`src/rtl/conf_int_mul_pkg.sv`:
```
// Shared types and constants for the sequential Booth radix-2 multiplier.
package conf_int_mul_pkg;

    typedef enum logic [1:0] {
        IDLE,
        BUSY,
        DONE
    } state_t;

    // Booth radix-2 opcodes on the multiplier bit pair {b[i], b[i-1]}
    localparam logic [1:0] BOOTH_NOP0 = 2'b00;
    localparam logic [1:0] BOOTH_ADD  = 2'b01;
    localparam logic [1:0] BOOTH_SUB  = 2'b10;
    localparam logic [1:0] BOOTH_NOP1 = 2'b11;

    function automatic int unsigned acc_w(input int unsigned op_bw);
        return 2 * op_bw + 1;
    endfunction

    function automatic int unsigned cnt_w(input int unsigned op_bw);
        return $clog2(op_bw + 1);
    endfunction

endpackage

```
`src/rtl/conf_int_mul_booth_r2_step.sv`:
```
// One combinational Booth radix-2 step: add/subtract the multiplicand into the
// upper accumulator half, then arithmetic-shift the whole accumulator right.
module conf_int_mul_booth_r2_step
    import conf_int_mul_pkg::*;
#(
    parameter int unsigned OP_BITWIDTH = 18,
    localparam int unsigned ACC_W = 2 * OP_BITWIDTH + 1
) (
    input  logic [ACC_W-1:0]       acc,
    input  logic [OP_BITWIDTH-1:0] mcand,
    input  logic [1:0]             pair,
    output logic [ACC_W-1:0]       acc_next
);

    logic [OP_BITWIDTH:0] hi;
    logic [OP_BITWIDTH:0] mc_ext;
    logic [OP_BITWIDTH:0] hi_sum;

    always_comb begin
        hi     = acc[ACC_W-1:OP_BITWIDTH];
        mc_ext = {mcand[OP_BITWIDTH-1], mcand};
        case (pair)
            BOOTH_ADD: hi_sum = hi + mc_ext;
            BOOTH_SUB: hi_sum = hi - mc_ext;
            default:   hi_sum = hi;
        endcase
        // Partial sums never exceed 2^(2n-1) in magnitude, so the extra top bit absorbs them.
        acc_next = {hi_sum[OP_BITWIDTH], hi_sum, acc[OP_BITWIDTH-1:1]};
    end

endmodule

```
`src/rtl/conf_int_mul__seq_hs.sv`:
```
// Handshaked sequential signed multiplier: one Booth radix-2 step per cycle,
// optional approximate mode that clears operand LSBs at accept.
module conf_int_mul__seq_hs
    import conf_int_mul_pkg::*;
#(
    parameter int unsigned OP_BITWIDTH        = 18,
    parameter int unsigned DATA_PATH_BITWIDTH = 24,
    parameter int unsigned APX_BITS           = 4
) (
    input  logic                            clk,
    input  logic                            rst,
    input  logic [DATA_PATH_BITWIDTH-1:0]   a,
    input  logic [DATA_PATH_BITWIDTH-1:0]   b,
    input  logic                            acc__sel,
    input  logic                            in_valid,
    output logic                            in_ready,
    output logic [2*DATA_PATH_BITWIDTH-1:0] d,
    output logic                            out_valid,
    input  logic                            out_ready
);

    localparam int unsigned ACC_W = acc_w(OP_BITWIDTH);
    localparam int unsigned CNT_W = cnt_w(OP_BITWIDTH);
    localparam int unsigned D_W   = 2 * DATA_PATH_BITWIDTH;

    state_t                   state;
    logic [CNT_W-1:0]         cnt;
    logic [ACC_W-1:0]         acc;
    logic [ACC_W-1:0]         acc_next;
    logic [OP_BITWIDTH-1:0]   mcand;
    logic [OP_BITWIDTH:0]     mplier;
    logic [OP_BITWIDTH-1:0]   apx_mask;
    logic [OP_BITWIDTH-1:0]   a_cap;
    logic [OP_BITWIDTH-1:0]   b_cap;
    logic signed [2*OP_BITWIDTH-1:0] prod;
    logic                     unused_bits;

    assign apx_mask    = '1 << APX_BITS;
    assign a_cap       = a[OP_BITWIDTH-1:0] & (acc__sel ? apx_mask : '1);
    assign b_cap       = b[OP_BITWIDTH-1:0] & (acc__sel ? apx_mask : '1);
    assign prod        = acc_next[2*OP_BITWIDTH-1:0];
    assign unused_bits = ^{a, b, acc_next};

    conf_int_mul_booth_r2_step #(
        .OP_BITWIDTH(OP_BITWIDTH)
    ) u_step (
        .acc      (acc),
        .mcand    (mcand),
        .pair     (mplier[1:0]),
        .acc_next (acc_next)
    );

    always_ff @(posedge clk or posedge rst) begin
        if (rst) begin
            state     <= IDLE;
            in_ready  <= 1'b1;
            out_valid <= 1'b0;
            d         <= '0;
            cnt       <= '0;
            acc       <= '0;
            mcand     <= '0;
            mplier    <= '0;
        end else begin
            case (state)
                IDLE: begin
                    if (in_valid) begin
                        mcand    <= a_cap;
                        // Appended zero is the implicit b[-1] of the first Booth pair.
                        mplier   <= {b_cap, 1'b0};
                        acc      <= '0;
                        cnt      <= CNT_W'(OP_BITWIDTH);
                        in_ready <= 1'b0;
                        state    <= BUSY;
                    end
                end
                BUSY: begin
                    acc    <= acc_next;
                    mplier <= mplier >> 1;
                    cnt    <= cnt - 1'b1;
                    if (cnt == CNT_W'(1)) begin
                        d         <= D_W'(prod);
                        out_valid <= 1'b1;
                        state     <= DONE;
                    end
                end
                DONE: begin
                    if (out_ready) begin
                        out_valid <= 1'b0;
                        in_ready  <= 1'b1;
                        state     <= IDLE;
                    end
                end
                default: state <= IDLE;
            endcase
        end
    end

endmodule

```
`config.mk`:
```
export PLATFORM = sky130hd
export DESIGN_NAME = conf_int_mul__seq_hs
export DESIGN_NICKNAME = d
export VERILOG_FILES = /design/src/rtl/conf_int_mul_pkg.sv /design/src/rtl/conf_int_mul_booth_r2_step.sv /design/src/rtl/conf_int_mul__seq_hs.sv
export SDC_FILE = /design/constraint.sdc
export NUM_CORES = 1
export LEC_CHECK = 0
export BUFFER_PORTS_ARGS = -buffer_cell sky130_fd_sc_hd__buf_2
export CAP_MARGIN = 20
export CORE_MARGIN = 1
export CORE_UTILIZATION = 55
export DETAILED_ROUTE_END_ITERATION = 12
export GPL_TIMING_DRIVEN = 0
export PLACE_DENSITY = 0.85
export SYNTH_ARGS = -nofsm -noshare
export SYNTH_HDL_FRONTEND = slang
export SYNTH_SLANG_ARGS = --single-unit
```
`constraint.sdc`:
```
create_clock -name clk -period 8.2 [get_ports clk]
set_clock_uncertainty 0.1 [all_clocks]
set_input_delay 1.64 -clock clk [delete_from_list [all_inputs] [get_ports clk]]
set_output_delay 1.64 -clock clk [all_outputs]
set_load 0.05 [all_outputs]
```
==> run metrics <==
Worst setup SP type register; Max-slew headroom 33.8%; Hold Path Origin d[7]; vias in the first global route 5176; clk root buf clkbuf_8; Max Cap Viol 0; number of port buffers 90; CP Data Arrival Time 4670 ps; gp weighted congestion 0.944; Slew @ Worst Pin 981 ps; sequential share of the synthesized area 47.3%; Crit path max-delay family compound AO/OA/AOI/OAI gates; Setup-failing EPs final 0; initial antenna violation count 0; Worst path max stage delay 730 ps; Final #Nets 903; num rows 38; clock sink total 117; core area 0.0109 mm2; Async SR Flop Fraction 100%; Synth Register Bits 117; Die X 108 um; Critical Path RT 8520 ps; ant diodes 0; WS Path Type register to register; final hold vios 0; Chip Height 108 um; Reg2Reg Launch Point mcand[0]; cell area after synthesis 0.00619 mm2; synthesized area per cell 8.63 um2; Synth Flop Type dfrtp_1; vias post-DR 5619; synth unique cells 57; Layout Cells excl Fill 980; TritonRoute pass-1 iters 6; period utilisation layout 53.0%; WP buf/inv 2; hold buffer count at cts 0; status completed; Layout area overhead 20.0%; first-pass GRT wire length 24800 um; largest net degree at the start of global routing 85; Initial Util 56.8%; CTS resizes 0; final wirelength 15200 um; Sum Neg Setup Slack 0 ps; TritonCTS clock tree built; critical path startpoint mcand[0]; RSZ-0062 raised after global routing no; crit path max-delay cell type a2111oi_0; Period minus WS final 4350 ps; CTS max path bufs 2; EDFF count, synth 0; HP Class register to register; CP Capture Type register; CTS H-tree lvls 4; Slew Viols, Final 0; clk_lat worst skew 530 ps; crit-path max FO 9; Yosys warnings 0; Post-Syn Instances 717; DR iter-0 viols 425; total track usage 27.5%; die area 0.0117 mm2; Post-DRT Antenna Nets 0; commonest non-fill, non-tap cell in the layout nand2_1; Mapped Nets 793; per-cell routed wire length 15.5 um; critical path cell sequence inv_1 > ha_1 > or3b_1 > and4bb_4 > a31oi_1 > xnor2_1 > ha_1 > clkbuf_1 > nand2_1 > nor2_1 > nand2_1 > a2111oi_0 > o211ai_1 > a31o_1 > a22o_1; post-DP HPWL 10500 um; highest-count cells in the layout ignoring fill and taps nand2_1, dfrtp_1, buf_2; fmax 0.230 GHz; Post-CTS Setup Inserts 0; total grt overflow 0; R2R setup slack 3850 ps; placed cell count 948; cts bufs inserted 17; DR vias/cell 5.73; Reg clk slew, reported paths 60 ps; fraction of layout cells with a size suffix above 1 17.6%; DR DRC count 0; I/O pins 103
-- through the flow --
stage,hold slack (ps),setup WS (ps),utilization (%),area [um2]
global route,396,3590,68.2,7430
detailed placement,358,3980,62.9,6850
floorplan,339,3360,-,6190
global placement,348,2100,62.6,6810
finish,368,3850,68.2,7430
CTS,367,3920,68.2,7430
-- cell usage after synthesis, drive strengths merged, types with 2 or more instances --
| master | n | share of area [%] |
|---|---|---|
| inv | 22 | 1.3 |
| a22oi | 17 | 2.1 |
| dfrtp | 116 | 47 |
| o21a | 3 | 0.36 |
| and3 | 6 | 0.61 |
| o311ai | 3 | 0.42 |
| nand2 | 197 | 12 |
| a31oi | 13 | 1.3 |
| o22ai | 2 | 0.20 |
| nand3b | 2 | 0.24 |
| or4 | 2 | 0.30 |
| nor4 | 3 | 0.40 |
| nor2 | 38 | 2.3 |
| nor3 | 5 | 0.40 |
| mux2 | 4 | 0.73 |
| nor3b | 2 | 0.42 |
| and2 | 2 | 0.20 |
| a2111oi | 2 | 0.28 |
| xor2 | 4 | 0.57 |
| ha | 22 | 4.4 |
| clkbuf | 33 | 2.0 |
| xnor2 | 22 | 3.1 |
| nor4b | 2 | 0.28 |
| buf | 16 | 1.7 |
| a211oi | 3 | 0.36 |
| nand3 | 21 | 1.7 |
| o21bai | 2 | 0.24 |
| a21oi | 30 | 2.5 |
| a31o | 2 | 0.28 |
| o211ai | 4 | 0.49 |
| o31ai | 4 | 0.49 |
| nand2b | 4 | 0.40 |
| a21o | 6 | 0.73 |
| o21ai | 79 | 6.4 |
| mux2i | 6 | 0.97 |
| nor2b | 4 | 0.40 |
-- worst paths after layout --
path | depth (start not counted) | to
max | 15 | acc[35]
min | 2 | d[7]
max reg2reg | 15 | acc[35]
min reg2reg | 2 | d[7]
max in group asynchronous | 3 | in_ready
min in group asynchronous | 2 | d[26]
-- final cells by class --
| class | count | area (um2) |
|---|---|---|
| Timing Repair Buffer | 91 | 478 |
| Clock inverter | 13 | 148 |
| Tap cell | 140 | 175 |
| Sequential cell | 117 | 2930 |
| Buffer | 49 | 230 |
| Clock buffer | 19 | 432 |
| Fill cell | 850 | 3460 |
| Inverter | 22 | 87.6 |
| Multi-Input combinational cell | 529 | 2950 |
-- flip-flops by register name, summed over array words and instances, names as in the netlist --
name	cells
d	36
acc	35
mplier	19
mcand	18
cnt	5
state	2
in_ready	1
out_valid	1
-- kinds of logic after synthesis --
kind of cell / count (synthesis) / synth area share, %
compound gates: 176 / 17.0
simple gates: 294 / 20.5
buf+inv: 71 / 5.05
xor+xnor: 26 / 3.68
fa+ha+maj: 23 / 4.77
flops: 117 / 47.3
mux: 10 / 1.70
-- worst register-to-register path, stage by stage (launching register included) --
cell	delay (ps)
dfrtp_1	440
inv_1	130
ha_1	230
or3b_1	400
and4bb_4	360
a31oi_1	110
xnor2_1	160
ha_1	280
clkbuf_1	290
nand2_1	120
nor2_1	140
nand2_1	60
a2111oi_0	730
o211ai_1	260
a31o_1	270
a22o_1	170
-- layer usage --
metal / GRT usage, % / routed length [um] / up-vias
met2: 41.4 / 6950 / 224
li1: - / - / 2675
met3: 5.24 / 1070 / 45
met4: 12.5 / 382 / 0
met1: 38.5 / 6830 / 2675
met5: 0.446 / 0 / -
Power is left out: the tool's default activity adds up to more than one toggle a clock period on the data nets, which glitch-free logic cannot reach.
